**config.mk**
```make
export PLATFORM = sky130hd
export DESIGN_NAME = cic_decim_iq
export DESIGN_NICKNAME = d
export VERILOG_FILES = /design/src/rtl/cic_pkg.sv /design/src/rtl/cic_chan.sv /design/src/rtl/cic_decim_iq.sv
export SDC_FILE = /design/constraint.sdc
export NUM_CORES = 2
export LEC_CHECK = 0
export CORE_UTILIZATION = 55
export DETAILED_ROUTE_END_ITERATION = 6
export DONT_BUFFER_PORTS = 1
export MAX_ROUTING_LAYER = met4
export PLACE_DENSITY = 0.7
export RECOVER_POWER = 50
export SETUP_SLACK_MARGIN = 0.3
export SLEW_MARGIN = 20
export SYNTH_ARGS = -nofsm -noshare
export SYNTH_HDL_FRONTEND = slang
export SYNTH_SLANG_ARGS = --single-unit
```
**constraint.sdc**
```tcl
create_clock -name CLK -period 13.8 [get_ports CLK]
set_input_delay 2.76 -clock CLK [delete_from_list [all_inputs] [get_ports CLK]]
set_output_delay 2.76 -clock CLK [all_outputs]
set_load 0.02 [all_outputs]
```
**src/rtl/cic_pkg.sv**
```systemverilog
// Shared types and sizing helpers for the dual-channel CIC decimator.
package cic_pkg;

    // rate_sel / rate_q width; decimation spans 2^RMIN_LOG2 .. 2^(RMIN_LOG2+7)
    localparam int RATE_W = 3;

    typedef enum logic {
        FILL = 1'b0,
        RUN  = 1'b1
    } cic_state_t;

    // Accumulator width covering the worst-case bit growth at the slowest rate
    function automatic int acc_w(input int in_w, input int stages, input int rmin_log2);
        return in_w + stages * (rmin_log2 + (1 << RATE_W) - 1);
    endfunction

endpackage

```
**src/rtl/cic_chan.sv**
```systemverilog
// One CIC channel: integrator cascade, strobe-driven comb pipeline and
// round-half-up / saturate output register. Control comes from the top level.
module cic_chan
    import cic_pkg::*;
#(
    parameter int IN_W      = 16,
    parameter int OUT_W     = 16,
    parameter int STAGES    = 4,
    parameter int RMIN_LOG2 = 4,
    parameter int ACC_W     = acc_w(IN_W, STAGES, RMIN_LOG2)
) (
    input  logic              CLK,
    input  logic              RSTb,
    input  logic              clr,
    input  logic              in_en,
    input  logic [STAGES:0]   stb,
    input  logic [RATE_W-1:0] rate_q,
    input  logic [IN_W-1:0]   x_in,
    output logic [OUT_W-1:0]  y_rnd
);

    localparam int SH_W = 8;
    localparam logic signed [ACC_W:0] ONE     = {{ACC_W{1'b0}}, 1'b1};
    localparam logic signed [ACC_W:0] SAT_MAX = {{(ACC_W-OUT_W+2){1'b0}}, {(OUT_W-1){1'b1}}};
    localparam logic signed [ACC_W:0] SAT_MIN = {{(ACC_W-OUT_W+2){1'b1}}, {(OUT_W-1){1'b0}}};

    logic [ACC_W-1:0] integ   [STAGES];
    logic [ACC_W-1:0] comb    [STAGES];
    logic [ACC_W-1:0] dly     [STAGES];
    logic [ACC_W-1:0] comb_in [STAGES];
    logic [ACC_W-1:0] x_ext;

    logic [SH_W-1:0]         shift;
    logic signed [ACC_W:0]   c_ext;
    logic signed [ACC_W:0]   half;
    logic signed [ACC_W:0]   biased;
    logic signed [ACC_W:0]   shifted;
    logic [OUT_W-1:0]        sat_val;

    assign x_ext = {{(ACC_W-IN_W){x_in[IN_W-1]}}, x_in};

    // Integrators: each stage adds the registered output of the stage before;
    // modular wrap is harmless because the combs undo it exactly.
    always_ff @(posedge CLK) begin
        if (!RSTb || clr) begin
            for (int k = 0; k < STAGES; k++) integ[k] <= '0;
        end else if (in_en) begin
            integ[0] <= integ[0] + x_ext;
            for (int k = 1; k < STAGES; k++) integ[k] <= integ[k] + integ[k-1];
        end
    end

    // Comb inputs: stage 0 takes the last integrator, later stages chain
    always_comb begin
        comb_in[0] = integ[STAGES-1];
        for (int k = 1; k < STAGES; k++) comb_in[k] = comb[k-1];
    end

    // Comb pipeline: stage k fires when the decimation strobe reaches it
    always_ff @(posedge CLK) begin
        if (!RSTb || clr) begin
            for (int k = 0; k < STAGES; k++) begin
                comb[k] <= '0;
                dly[k]  <= '0;
            end
        end else begin
            for (int k = 0; k < STAGES; k++) begin
                if (stb[k]) begin
                    comb[k] <= comb_in[k] - dly[k];
                    dly[k]  <= comb_in[k];
                end
            end
        end
    end

    // Gain normalisation: shift follows the latched rate, then round and clamp
    always_comb begin
        shift   = SH_W'(STAGES * (RMIN_LOG2 + int'(rate_q)) + IN_W - OUT_W);
        c_ext   = signed'({comb[STAGES-1][ACC_W-1], comb[STAGES-1]});
        half    = '0;
        if (shift != '0) half = ONE << (shift - SH_W'(1));
        biased  = c_ext + half;
        shifted = biased >>> shift;
        if (shifted > SAT_MAX)      sat_val = SAT_MAX[OUT_W-1:0];
        else if (shifted < SAT_MIN) sat_val = SAT_MIN[OUT_W-1:0];
        else                        sat_val = shifted[OUT_W-1:0];
    end

    // Round/saturate register, loaded one stage after the last comb
    always_ff @(posedge CLK) begin
        if (!RSTb || clr)      y_rnd <= '0;
        else if (stb[STAGES])  y_rnd <= sat_val;
    end

endmodule

```
**src/rtl/cic_decim_iq.sv**
```systemverilog
// Dual-channel (I/Q) CIC decimator. Owns the shared decimation counter, the
// latched rate, the warm-up FSM and the strobe shift register so both
// channels always produce sample-aligned outputs.
//
// state | meaning
// FILL  | comb results computed but discarded until the filter memory is valid
// RUN   | every comb result is captured and flagged with out_tick
module cic_decim_iq
    import cic_pkg::*;
#(
    parameter int IN_W      = 16,
    parameter int OUT_W     = 16,
    parameter int STAGES    = 4,
    parameter int RMIN_LOG2 = 4
) (
    input  logic              CLK,
    input  logic              RSTb,
    input  logic [RATE_W-1:0] rate_sel,
    input  logic              in_valid,
    input  logic [IN_W-1:0]   i_in,
    input  logic [IN_W-1:0]   q_in,
    output logic [OUT_W-1:0]  i_out,
    output logic [OUT_W-1:0]  q_out,
    output logic              out_tick
);

    localparam int ACC_W = acc_w(IN_W, STAGES, RMIN_LOG2);
    localparam int CNT_W = RMIN_LOG2 + (1 << RATE_W) - 1;
    localparam int FC_W  = 3;
    localparam logic [RATE_W-1:0] RATE_MAX = '1;

    logic [RATE_W-1:0] rate_q;
    logic              rate_chg;
    logic              accept;
    logic              cnt_last;
    logic [CNT_W-1:0]  cnt;
    logic [CNT_W-1:0]  cnt_max;
    logic [STAGES+1:0] stb;
    cic_state_t        state;
    logic [FC_W-1:0]   fill_cnt;
    logic [OUT_W-1:0]  i_rnd;
    logic [OUT_W-1:0]  q_rnd;
    logic              cap;

    assign rate_chg = (rate_sel != rate_q);
    assign accept   = in_valid && !rate_chg;
    assign cnt_max  = {CNT_W{1'b1}} >> (RATE_MAX - rate_q);
    assign cnt_last = (cnt == cnt_max);
    assign cap      = stb[STAGES+1] && (state == RUN);

    // Latched rate; a mismatch restarts the whole filter on the next edge
    always_ff @(posedge CLK) begin
        if (!RSTb)         rate_q <= rate_sel;
        else if (rate_chg) rate_q <= rate_sel;
    end

    // Decimation counter over accepted samples, wrapping at R-1
    always_ff @(posedge CLK) begin
        if (!RSTb || rate_chg) cnt <= '0;
        else if (accept)       cnt <= cnt_last ? '0 : cnt + CNT_W'(1);
    end

    // Strobe shift register: bit k enables comb k, then round, then capture
    always_ff @(posedge CLK) begin
        if (!RSTb || rate_chg) stb <= '0;
        else                   stb <= {stb[STAGES:0], accept && cnt_last};
    end

    // Warm-up FSM: discard STAGES results after reset or a rate change
    always_ff @(posedge CLK) begin
        if (!RSTb || rate_chg) begin
            state    <= FILL;
            fill_cnt <= FC_W'(STAGES - 1);
        end else if (stb[STAGES+1] && state == FILL) begin
            if (fill_cnt == '0) state <= RUN;
            else                fill_cnt <= fill_cnt - FC_W'(1);
        end
    end

    // Output capture; outputs hold through FILL and across rate changes
    always_ff @(posedge CLK) begin
        if (!RSTb) begin
            i_out    <= '0;
            q_out    <= '0;
            out_tick <= 1'b0;
        end else if (rate_chg) begin
            out_tick <= 1'b0;
        end else begin
            out_tick <= cap;
            if (cap) begin
                i_out <= i_rnd;
                q_out <= q_rnd;
            end
        end
    end

    cic_chan #(
        .IN_W      (IN_W),
        .OUT_W     (OUT_W),
        .STAGES    (STAGES),
        .RMIN_LOG2 (RMIN_LOG2),
        .ACC_W     (ACC_W)
    ) u_chan_i (
        .CLK    (CLK),
        .RSTb   (RSTb),
        .clr    (rate_chg),
        .in_en  (accept),
        .stb    (stb[STAGES:0]),
        .rate_q (rate_q),
        .x_in   (i_in),
        .y_rnd  (i_rnd)
    );

    cic_chan #(
        .IN_W      (IN_W),
        .OUT_W     (OUT_W),
        .STAGES    (STAGES),
        .RMIN_LOG2 (RMIN_LOG2),
        .ACC_W     (ACC_W)
    ) u_chan_q (
        .CLK    (CLK),
        .RSTb   (RSTb),
        .clr    (rate_chg),
        .in_en  (accept),
        .stb    (stb[STAGES:0]),
        .rate_q (rate_q),
        .x_in   (q_in),
        .y_rnd  (q_rnd)
    );

endmodule

```
==> results_dict.tcl <==
set metrics [dict create \
    status "complete, but fails checks" \
    violations "design-rule violations, max-capacitance violations, max-slew violations" \
    finalHoldViolCount 0 \
    place_congestion 0.9512 \
    syn_inst 10900 \
    synth_nets 11910 \
    grt_remaining_overflow 0 \
    layout.cells.non_filler 13480 \
    cts_setup_buffers 0 \
    critPathMaxFanout 170 \
    antenna_found_initial 3 \
    top_layer "met4" \
    place_hpwl_um 164600 \
    setup_viol 0 \
    netlist_area_mm2 0.1057 \
    wl_met1_um 106200 \
    viasPerCell 5.686 \
    start_util 0.5545 \
    nFillCells 15960 \
    fin_hold_ws_ps 468.7 \
    dr_wl_met3_um 9393 \
    cts_inserted_buffers 167 \
    grt_pass1_vias 71710 \
    clock_power_share 0.349 \
    max_freq_mhz 100.6 \
    htreeDepth 4 \
    drtPass1Iterations 7 \
    relSlewSlack -3.763 \
    synth.distinct_cells 117 \
    post-route-drc-count 2 \
    clk_pin_slew_ps 60 \
    p_sw_w 0.003605 \
    arrival_ps 10460 \
    final_cell_mix "1437 x edfxtp_1, 1268 x nor2_1, 965 x ha_1" \
    comb_power_share 0.229 \
    clock_sinks 1523 \
    cts_hold_buf 0 \
    yosysSeqAreaShare 0.4246 \
    port-buffer-count 0 \
    die_w_um 440.4 \
    path_class "in2reg" \
    fin_tns_setup_ps 0 \
    drt-total-wl_um 218900 \
    p_seq_frac 0.422 \
    endpoint_kind "register" \
    synthToLayoutAreaGrowth_pct 7.473 \
    layout_commonest_cell "edfxtp_1" \
    startpoint_type "primary input" \
    fin_skew_ps 27.89 \
    post-route-period-util 0.7202 \
    drv_slew 1274 \
    ir_worst_vdd_mv 0.1392 \
    p_leak_nw 50.45 \
    grt_pass1_wl_um 357700 \
    dieArea_mm2 0.1939 \
    coreArea_mm2 0.1906 \
    max_stage_delay_ps 1940 \
    die_height_um 440.4 \
    internal_power_w 0.009150 \
    worst_path_max_delay_cell "clkbuf_2" \
    grt_usage 0.2285 \
    ctsResizeCount 0 \
    via_count 76630 \
    max_cap_violations 19 \
    insertion_delay_ps 810 \
    synth-seq-cells 1523 \
    powerDensity_mw_per_mm2 112.3 \
    avgSynthCellArea_um2 9.700 \
    max_slew.worst_pin.slew_ps 7145 \
    drive_above_1_share 0.03849 \
    nNetsFinal 11850 \
    ys_warn_count 0 \
    rsz0062_at_grt "false" \
    ioPinCount 71 \
    synth_edf_count 1437 \
    crit_required_ps 14320 \
    ys.flop_type "edfxtp_1" \
    fin_crit_ps 9939 \
    drt_iter0_drc 5329 \
    critical_path.cell_chain "xor2_1 -> nor3_1 -> and2_2 -> clkbuf_1 -> nand2_1 -> clkbuf_2 -> a2111oi_0" \
    cts_buffer_depth 3 \
    wl_met2_um 96890 \
    hold_path_class "reg2reg" \
    grt_max_degree 241 \
    postRouteAntennaNets 0 \
    final_core_util 0.5960 \
    cts_root_buf "clkbuf_16" \
    sw_frac_of_total 0.2826 \
    placementRows 160 \
    async_flop_share 0 \
    post_drt_wl_per_cell_um 16.24 \
    cts_tree "yes" \
    post-place-cells 13180 \
]
-- through the flow --
step / instance area, µm² / worst slack (ps) / power (W)
3_3_place_gp: 108200 / 6222 / 0.008304
2_1_floorplan: 105700 / 1863 / 0.007850
4_1_cts: 113700 / 6324 / 0.01283
5_1_grt: 113600 / 3254 / 0.01339
3_5_place_dp: 108200 / 6062 / 0.008357
6_report: 113600 / 3861 / 0.01275
-- flip-flops by register name (all words and copies together) (netlist names) --
register / flops
u_chan_q.comb: 237
u_chan_q.y_rnd: 16
fill_cnt: 3
out_tick: 1
q_out: 16
cnt: 11
u_chan_q.integ: 240
state: 1
u_chan_i.dly: 240
i_out: 16
u_chan_i.comb: 237
u_chan_q.dly: 240
u_chan_i.integ: 240
u_chan_i.y_rnd: 16
rate_q: 3
stb: 6
-- worst max-delay path, delay by kind of cell --
kind / cells / cell delay [ps]
XOR/XNOR: 1 / 130
AO/OA/AOI/OAI: 1 / 990
AND/OR/NAND/NOR: 3 / 2590
buffers and inverters: 2 / 3620
-- logic make-up (layout without fill, tap and decap cells) --
kind of cell | Yosys count | after routing | synth area share
xor gates and xnor gates | 873 | 873 | 0.07249
other | 0 | 1 | 0
buffers and inverters | 1016 | 1085 | 0.03661
AOI/OAI and AO/OA | 2805 | 2805 | 0.1728
adders and majority gates | 981 | 981 | 0.1171
DFF | 1523 | 1523 | 0.4246
and+or+nand+nor | 3642 | 3642 | 0.1694
muxes | 56 | 56 | 0.006973
-- synth_stat cells (20+ instances only) --
cell type	instances	area (µm²)
nand4_1	108	675.7
a21oi_1	842	4214
nand2_1	587	2203
nand3_1	191	955.9
nand3b_1	22	165.2
a21o_1	534	4009
a31oi_1	91	569.3
xor2_1	418	3661
a211oi_1	88	660.6
or2_2	40	250.2
o31ai_1	44	330.3
edfxtp_1	1437	43150
o211ai_1	62	465.5
a41oi_1	25	219.0
a21boi_0	66	495.5
and3_1	121	757.0
a211o_1	25	219.0
nand2b_1	172	1076
mux2i_1	32	320.3
o21bai_1	137	1028
dfxtp_1	86	1722
nor2b_1	160	1001
clkbuf_1	242	908.4
o21a_1	111	833.3
o2111ai_1	20	175.2
o21ai_0	484	2422
inv_1	741	2781
nor3_1	243	1216
a311oi_1	22	192.7
ha_1	965	12070
and4_1	29	254.0
nor2_1	1269	4763
nor3b_1	35	262.8
nor4_1	31	193.9
or3_1	48	300.3
xnor2_1	453	3968
a221oi_1	25	219.0
and2_1	542	3391
-- final timing paths --
| check | startpoint | to | slack [ps] | cells past startpoint |
|---|---|---|---|---|
| max reg2reg | rate_q[1]$_DFFE_PP_ | u_chan_i.integ[2][13]$_SDFFCE_PN0P_ | 5000 | 8 |
| min reg2reg | u_chan_q.y_rnd[15]$_SDFFE_PP0P_ | q_out[15]$_SDFFE_PN0P_ | 470 | 2 |
| min | u_chan_q.y_rnd[15]$_SDFFE_PP0P_ | q_out[15]$_SDFFE_PN0P_ | 470 | 2 |
| max | rate_sel[1] | u_chan_i.integ[2][13]$_SDFFCE_PN0P_ | 3860 | 7 |
-- layer usage --
layer,vias to the layer above,GRT usage
met5,-,-
met4,0,0.07454
met3,356,0.02681
met2,1616,0.3543
met1,35340,0.3118
li1,39320,-
-- power groups by stage --
stage                     clock network, W  logic [W]  registers [W]
final                              0.00445    0.00292        0.00538
after floorplan                          0    0.00240        0.00545
after global placement                   0    0.00284        0.00546
after global routing               0.00472    0.00326        0.00540
after CTS                          0.00456    0.00291        0.00537
after detailed placement                 0    0.00289        0.00547
-- final cells by class --
cell class	instances	area [µm²]	area share
clock buffer	203	4501	0.03962
inverter	745	2800	0.02465
tap	2511	3142	0.02766
multi-input combinational	8357	56970	0.5015
sequential	1523	44870	0.3951
clock inverter	97	967.2	0.008515
timing repair buffer	40	334.1	0.002941
antenna	1	2.502	0.00002203
(Power assumes the default switching activity.)
